### config.mk
export PLATFORM = sky130hd
export DESIGN_NAME = imem_boot_ctrl
export DESIGN_NICKNAME = d
export VERILOG_FILES = /design/src/rtl/imem_boot_ctrl.sv
export SDC_FILE = /design/constraint.sdc
export NUM_CORES = 1
export LEC_CHECK = 0
export BUFFER_PORTS_ARGS = -buffer_cell sky130_fd_sc_hd__buf_2
export CAP_MARGIN = 30
export CORE_MARGIN = 4
export CORE_UTILIZATION = 40
export CTS_CLUSTER_SIZE = 10
export DETAILED_ROUTE_END_ITERATION = 8
export PLACE_DENSITY = 0.67
export SLEW_MARGIN = 0
export SYNTH_ARGS = -nofsm -noshare
export SYNTH_HDL_FRONTEND = slang
export SYNTH_SLANG_ARGS = --single-unit
export TNS_END_PERCENT = 1
### constraint.sdc
create_clock -name clk -period 4.02 [get_ports clk]
set_clock_uncertainty 0.15 [all_clocks]
set_input_delay 0 -clock clk [delete_from_list [all_inputs] [get_ports clk]]
set_output_delay 0 -clock clk [all_outputs]
set_load 0.02 [all_outputs]
### src/rtl/imem_boot_ctrl.sv
// Boot/program-load sequencer: streams instruction words into imem, pulses the
// memory reset, and holds the core in reset until the program is loaded and settled.
module imem_boot_ctrl #(
    parameter logic [31:0] BASE_ADDR   = 32'h0000_0000,
    parameter int          DEPTH_WORDS = 256,
    parameter int          RST_HOLD    = 4,
    parameter int          CLR_CYC     = 2
) (
    input  logic        clk,
    input  logic        rst,
    input  logic        start,
    input  logic        halt,
    input  logic        s_valid,
    input  logic [31:0] s_data,
    input  logic        s_last,
    output logic        s_ready,
    output logic [31:0] Inst_addr_load,
    output logic [31:0] Inst_load,
    output logic        load_en,
    output logic        rst_n_mem,
    output logic        core_rst_n,
    output logic        running,
    output logic        err_ovf,
    output logic [15:0] words_loaded
);

    typedef enum logic [2:0] {IDLE, CLEAR, LOAD, HOLD, RUN, ERR} state_t;

    localparam logic [15:0] LAST_IDX  = 16'(DEPTH_WORDS - 1);
    localparam logic [31:0] CLR_LAST  = 32'(CLR_CYC - 1);
    localparam logic [31:0] HOLD_LAST = 32'(RST_HOLD - 1);

    state_t      state;
    logic [15:0] idx;
    logic [31:0] cnt;
    logic        accept;

    // Byte address of word i; wraps modulo 2^32.
    function automatic logic [31:0] word_addr(input logic [15:0] i);
        return BASE_ADDR + {14'b0, i, 2'b00};
    endfunction

    assign s_ready = (state == LOAD);
    assign accept  = s_valid && s_ready;

    always_ff @(posedge clk or posedge rst) begin
        if (rst) begin
            state          <= IDLE;
            idx            <= '0;
            cnt            <= '0;
            load_en        <= 1'b0;
            Inst_addr_load <= '0;
            Inst_load      <= '0;
            rst_n_mem      <= 1'b1;
            core_rst_n     <= 1'b0;
            running        <= 1'b0;
            err_ovf        <= 1'b0;
            words_loaded   <= '0;
        end else begin
            load_en <= 1'b0;
            case (state)
                IDLE: begin
                    core_rst_n <= 1'b0;
                    running    <= 1'b0;
                    if (start) begin
                        state        <= CLEAR;
                        rst_n_mem    <= 1'b0;
                        cnt          <= '0;
                        idx          <= '0;
                        words_loaded <= '0;
                        err_ovf      <= 1'b0;
                    end
                end
                CLEAR: begin
                    if (cnt == CLR_LAST) begin
                        rst_n_mem <= 1'b1;
                        state     <= LOAD;
                    end else begin
                        cnt <= cnt + 32'd1;
                    end
                end
                LOAD: begin
                    if (accept) begin
                        load_en        <= 1'b1;
                        Inst_addr_load <= word_addr(idx);
                        Inst_load      <= s_data;
                        idx            <= idx + 16'd1;
                        words_loaded   <= idx + 16'd1;
                        // s_last wins over a full memory on the same word
                        if (s_last) begin
                            state <= HOLD;
                            cnt   <= '0;
                        end else if (idx == LAST_IDX) begin
                            state   <= ERR;
                            err_ovf <= 1'b1;
                        end
                    end
                end
                HOLD: begin
                    if (cnt == HOLD_LAST) begin
                        core_rst_n <= 1'b1;
                        running    <= 1'b1;
                        state      <= RUN;
                    end else begin
                        cnt <= cnt + 32'd1;
                    end
                end
                RUN: begin
                    if (halt) begin
                        core_rst_n <= 1'b0;
                        running    <= 1'b0;
                        state      <= IDLE;
                    end
                end
                ERR: begin
                    core_rst_n <= 1'b0;
                    running    <= 1'b0;
                    err_ovf    <= 1'b1;
                    if (start) begin
                        state        <= CLEAR;
                        rst_n_mem    <= 1'b0;
                        cnt          <= '0;
                        idx          <= '0;
                        words_loaded <= '0;
                        err_ovf      <= 1'b0;
                    end
                end
                default: state <= IDLE;
            endcase
        end
    end

endmodule

### After elaboration in Yosys (flattened, before gate mapping)

Cells that the tools add are included.

| cells by class | value |
|---|---|
| add/subtract/negate cells | 2 |
| $mul | 0 |
| divide/modulo/power cells | 0 |
| order comparisons | 0 |
| eq/ne operators | 20 |
| shift operators | 0 |
| multiplexer cells | 30 |
| bitwise operators | 0 |
| reduce and logical (&&, ||, !) cells | 15 |

Operators by type and width:

| kind | number |
|---|---|
| two-way mux 32 bit | 5 |
| case mux 32 bit (4 select lines) | 1 |
| adder 32 x 1 -> 32 bit, second input constant | 1 |
| == test 32 x 1 -> 1 bit, second input constant | 1 |
| == test 32 x 2 -> 1 bit, second input constant | 1 |
| two-way mux 16 bit | 2 |
| case mux 16 bit (2 select lines) | 1 |
| two-way mux 3 bit | 7 |
| adder 16 x 1 -> 16 bit, second input constant | 1 |
| == test 16 x 8 -> 1 bit, second input constant | 1 |
| inequality test 2 bit, second input constant | 8 |
| case mux 3 bit (5 select lines) | 1 |
| AND reduction 6 bit | 2 |
| two-way mux 1 bit | 10 |
| AND reduction 3 bit | 3 |
| == test 3 x 2 -> 1 bit, second input constant | 2 |
| == test 3 bit, second input constant | 2 |
| inequality test 2 x 1 -> 1 bit, second input constant | 3 |
| case mux 1 bit (3 select lines) | 2 |
| nonzero test 3 bit | 2 |
| AND reduction 5 bit | 1 |
| nonzero test 2 bit | 2 |
| nonzero test 4 bit | 1 |
| == test 3 x 1 -> 1 bit, second input constant | 1 |
| other kinds (6) | 6 |

| word-level totals | value |
|---|---|
| register bits after elaboration | 103 |
| bits in latches | 0 |
| memory bits (writable) | 0 |
| bits in read-only memories | 0 |
| input bits | 38 |
| output and inout bits | 86 |
| word-level logic and storage cells | 76 |
| memories kept | 0 |

### Logic depth before layout (Yosys ltp)

| logic depth | value |
|---|---|
| word-level depth | 5 |
| depth in mapped cells | 8 |
| gate-level depth less buffers | 6 |

### Least setup slack after synthesis

Ideal clock, no wire load.

| path | value |
|---|---|
| path kind | flip-flop to flip-flop |
| start point | register cnt[7] |
| end point | register state[1] |
| setup time | 0.090 ns |
| arrival time | 1.964 ns |
| required time | 3.780 ns |
| slack | 1.816 ns |
| cell stages (with the launch flop) | 8 |
| buffers on the path | 2 |
| cells stage by stage | dfrtp_1 > buf_2 > nor4_4 > nand4_2 > or3_1 > clkbuf_2 > or4b_1 > o221ai_1 |

| on the way | value |
|---|---|
| cells in the longest elaborated chain, start to end | 3 |
| elaborated cells between the ends (all ways) | 5 |
| classes of those cells | eq/ne: 4; reduce/logical: 1 |

RTL lines:

| element | line | text |
|---|---|---|
| start, declared | 35 | `logic [31:0] cnt;` |
| start signal, assigned | 79 | `cnt <= cnt + 32'd1;` |
| start signal, assigned | 105 | `cnt <= cnt + 32'd1;` |
| == test 32 x 2 -> 1 bit or == test 32 x 1 -> 1 bit (tied branches) | 100, 75 |  |
| inequality test 2 bit (no source line) | - |  |
| AND reduction 6 bit (no source line) (*) | - |  |
| end signal, assigned | 94 | `state <= ERR;` |
| end signal, assigned | 103 | `state <= RUN;` |
| end signal, assigned | 112 | `state <= IDLE;` |
| end, declared | 33 | `state_t state;` |

Mark *: on every way between the ends. The rest lies on a longest branch, timed or not.
A chain may end at the register's enable or synchronous reset.

### Worst setup path after layout

| path | value |
|---|---|
| start point | register idx[3] |
| end point | register state[2] |

| on the way | value |
|---|---|
| cells in the longest elaborated chain, start to end | 3 |

RTL lines:

| element | line | text |
|---|---|---|
| start, declared | 34 | `logic [15:0] idx;` |
| start signal, assigned | 87 | `idx <= idx + 16'd1;` |
| == test 16 x 8 -> 1 bit | 93 | `end else if (idx == LAST_IDX) begin` |
| inequality test 3 x 2 -> 1 bit (no source line) | - |  |
| AND reduction 6 bit (no source line) | - |  |
| end signal, assigned | 91 | `state <= HOLD;` |
| end signal, assigned | 94 |  |
| end signal, assigned | 103 |  |

Every way passes these cells.

==> impl_results.md <==
- Setup repair after global routing missed its margin: false
- Flip-flop and latch count after synthesis: just over 100
- Setup slack on the worst flop-to-flop path: approximately 1.2 ns
- Run status: complete, no violations
- Total half-perimeter wirelength after legalization and detailed placement: ~8.6 mm
- Portion of the post-synthesis area used by sequential elements: roughly 50%
- Endpoint required time on the critical path: about 4.2 ns
- H-tree Lvls: 3
- Portion of synthesized cell area occupied by the leading cell type: around half
- Area of combinational cells with multiple inputs: about 2400 um^2
- Number of sinks driven by the clock tree: 103
- Worst path arrival time: 2.97 ns
- Commonest cells in the synthesized netlist: dfrtp_1, mux2_2, nand2_1
- First-pass detailed-route iteration total: 4
- Cells after synthesis: 487
- Global-route wire length before repair: ~21 mm
- TritonCTS clock tree: built
- Largest area contributor in the netlist: dfrtp_1
- Total leakage power: between 0.003 and 0.004 uW
- Chip height: around 120 um
- Per-instance average area after synthesis: 10.7 um^2
- Clock insertion delay at the later pin of the skew report: roughly 0.34 ns
- Worst vdd ir: 0.000267 V
- Post-CTS setup buffer count: 0
- Clock tree root buffer cell: clkbuf_16
- Antenna violations before repair: 0
- Hold Path Class: in2reg
- Worst max-slew margin expressed relative to the limit: a little under two fifths
- Count of flip-flops with a built-in enable after synthesis: 0
- Transition at the pin with the smallest max-transition slack: ~0.94 ns
- Vias in the first global route: 4,233
- Number of nets still failing antenna checks after routing: 0
- Synth top area cells: dfrtp_1, mux2_2, o31ai_1, buf_4, nand2_1
- Final Total Pwr: between 3000 and 4000 uW
- Number of top-level pins: 124
- Vias after detailed routing: roughly 4,400
- Peak Freq: roughly 0.35 GHz
- Overall die area: roughly 15,000 um^2
- Pin count of the biggest net entering global routing: between 70 and 80
- Crit end category: register
- Final period util: 70.7%
- Sequential cell area: 2580 um^2
- Floorplan core area: around 13,000 um^2
- Setup CP Type: reg2reg
- Number of nets in the layout: 667
- Max Transition Viols Final: 0
- Initial DRC count: between 300 and 400
- Number of different library cells in the post-synthesis netlist: 57
- Number of setup violations in the final report: 0
- Worst reg2reg path depth: 7
- Total Negative Setup Slacks: 0 ns
- Clock-pin transition on the worst setup and hold timing paths: 0.07 ns
- Number of port buffers: around 110
- Routed length per instance: between 15 and 20 um
- Source of the worst register-to-register timing path: idx[3]$_DFFE_PP0P_
- Highest net fanout along the worst path: 8
- Grt total ovfl: 0
- Overall routing resource usage: between 10% and 20%
- Reg2reg end: state[2]$_DFFE_PP0P_
- Final std cells w/o fill: about 800
- Final routed DRC violation total: 0
- Number of placement rows: 41
- Clock Tree Buf Depth: 2
- Hold slack: between 0.04 and 0.05 ns
- Post-Route Utilization: roughly 52%
- Count of maximum capacitance violations: 0
- Horizontal die dimension: around 120 um
- Fraction of layout cells with a size suffix above 1: between 30% and 40%
- Post-synthesis instance area: slightly above 5000 um^2
- Layout overhead on the synthesized area: 26.1%
- Final critical delay including setup and external delays: roughly 2.8 ns
- Critical Path End: state[2]$_DFFE_PP0P_
- Mean number of vias per cell: 5.43
- Filler cell count in the final layout: 1,078
- Most repeated cell in the gate-level netlist after synthesis: dfrtp_1
- Final Hold Viols: 0
- Count of antenna diodes in the layout: 0
- CP startpoint: idx[3]$_DFFE_PP0P_
- DP Cell Count: 747
- Most used DFF post-synth: dfrtp_1
- Number of buffers created by CTS: 9
- Post-synth ARST share: between 90% and 100%
- Initial standard-cell utilization of the core: between 40% and 50%
- Number of warnings reported in the yosys synthesis log: 0
- Drt total wl: ~13 mm
- Power Density: 601 nW/um^2
- Placer Congestion: just over 0.8
- Crit path launch type: register
[per-stage QoR]
stage / worst slack [ns] / instance area, um^2
2_1_floorplan: 1.17 / 5250
3_3_place_gp: 1.35 / 5850
3_5_place_dp: 1.22 / 5850
4_1_cts: 1.21 / 6550
5_1_grt: 0.979 / 6550
6_report: 1.18 / 6550
[critical path, cell delays in order, from the launching register on]
cell	delay (ns)
dfrtp_1	0.45
and3_1	0.18
nand3_1	0.25
nor4_1	0.39
dlygate4sd3_1	0.60
nand2_1	0.07
o211ai_1	0.11
dlygate4sd3_1	0.58
[area by class of cell]
| class | count | area share (%) |
|---|---|---|
| well taps | 172 | 3.28 |
| clock inverters | 5 | 0.993 |
| repair buffers | 155 | 15.2 |
| multi-input cells | 347 | 36.9 |
| clock buffers | 10 | 3.65 |
| inverters | 10 | 0.611 |
| flip-flops and latches | 103 | 39.4 |
[kinds of logic after synthesis]
logic type | synth area share [%]
buffers and inverters | 5.13
adders and majority gates | 0.723
muxes | 11.6
DFF | 49.6
xor gates and xnor gates | 1.85
AOI/OAI and AO/OA | 13.0
and+or+nand+nor | 18.0
other | 0.0722
[power breakdown]
group	total, uW	switching, uW	internal, uW
Sequential	1470	196	1280
Combinational	1580	976	599
Clock	886	383	503
[metal layers]
layer	vias up	part of all wire [%]	GRT usage, %	wire, um
met3	17	6.3	2.83	816
li1	2062	-	-	-
met5	-	0	0	0
met1	2118	43	22.3	5550
met2	156	49	29.4	6400
met4	0	1.7	6.93	225
[repair_timing]
action / in CTS / in global routing
hold buffers: 40 / 0
resized for setup: 0 / 0
hold endpoints to repair: 109 / 0
[worst min path at each step]
stage,startpoint,to,depth (start not counted)
after global placement,s_data[29],Inst_load[29]$_DFFE_PP0P_,2
after floorplan,s_data[10],Inst_load[10]$_DFFE_PP0P_,1
after global routing,s_valid,state[1]$_DFFE_PP0P_,4
after detailed placement,s_data[21],Inst_load[21]$_DFFE_PP0P_,2
final,s_valid,state[1]$_DFFE_PP0P_,4
after CTS,s_valid,state[1]$_DFFE_PP0P_,4
[registers in the layout, indices dropped and copies added (netlist names)]
| name | flops |
|---|---|
| rst_n_mem | 1 |
| idx | 16 |
| running | 1 |
| Inst_load | 32 |
| state | 3 |
| load_en | 1 |
| err_ovf | 1 |
| Inst_addr_load | 16 |
| cnt | 32 |
[placed cells by master, fill, tap and decap left out, types with 3 or more instances in the layout]
cell,netlist,routed
inv_1,10,9
nand2b_1,4,4
o21ai_1,4,4
or3_1,3,3
a21oi_1,13,13
nand2_1,34,34
o21ai_0,22,22
mux2_2,50,50
o31ai_1,31,30
dlygate4sd3_1,0,40
conb_1,1,16
dfrtp_1,102,102
nor3_1,10,10
ha_1,3,3
nor2_1,27,26
nor4_1,9,9
nor4_2,6,6
xnor2_1,11,11
a211o_1,3,3
a31oi_1,9,9
clkbuf_16,0,9
a21o_1,3,3
nand4_1,9,9
nor4b_1,4,4
nand3_1,21,21
mux2i_1,4,4
nor2b_1,5,5
buf_2,5,107
buf_4,17,8
and4_1,6,6
and3_1,8,8
nor3b_1,3,3
Power figures use the tool's default switching activity.
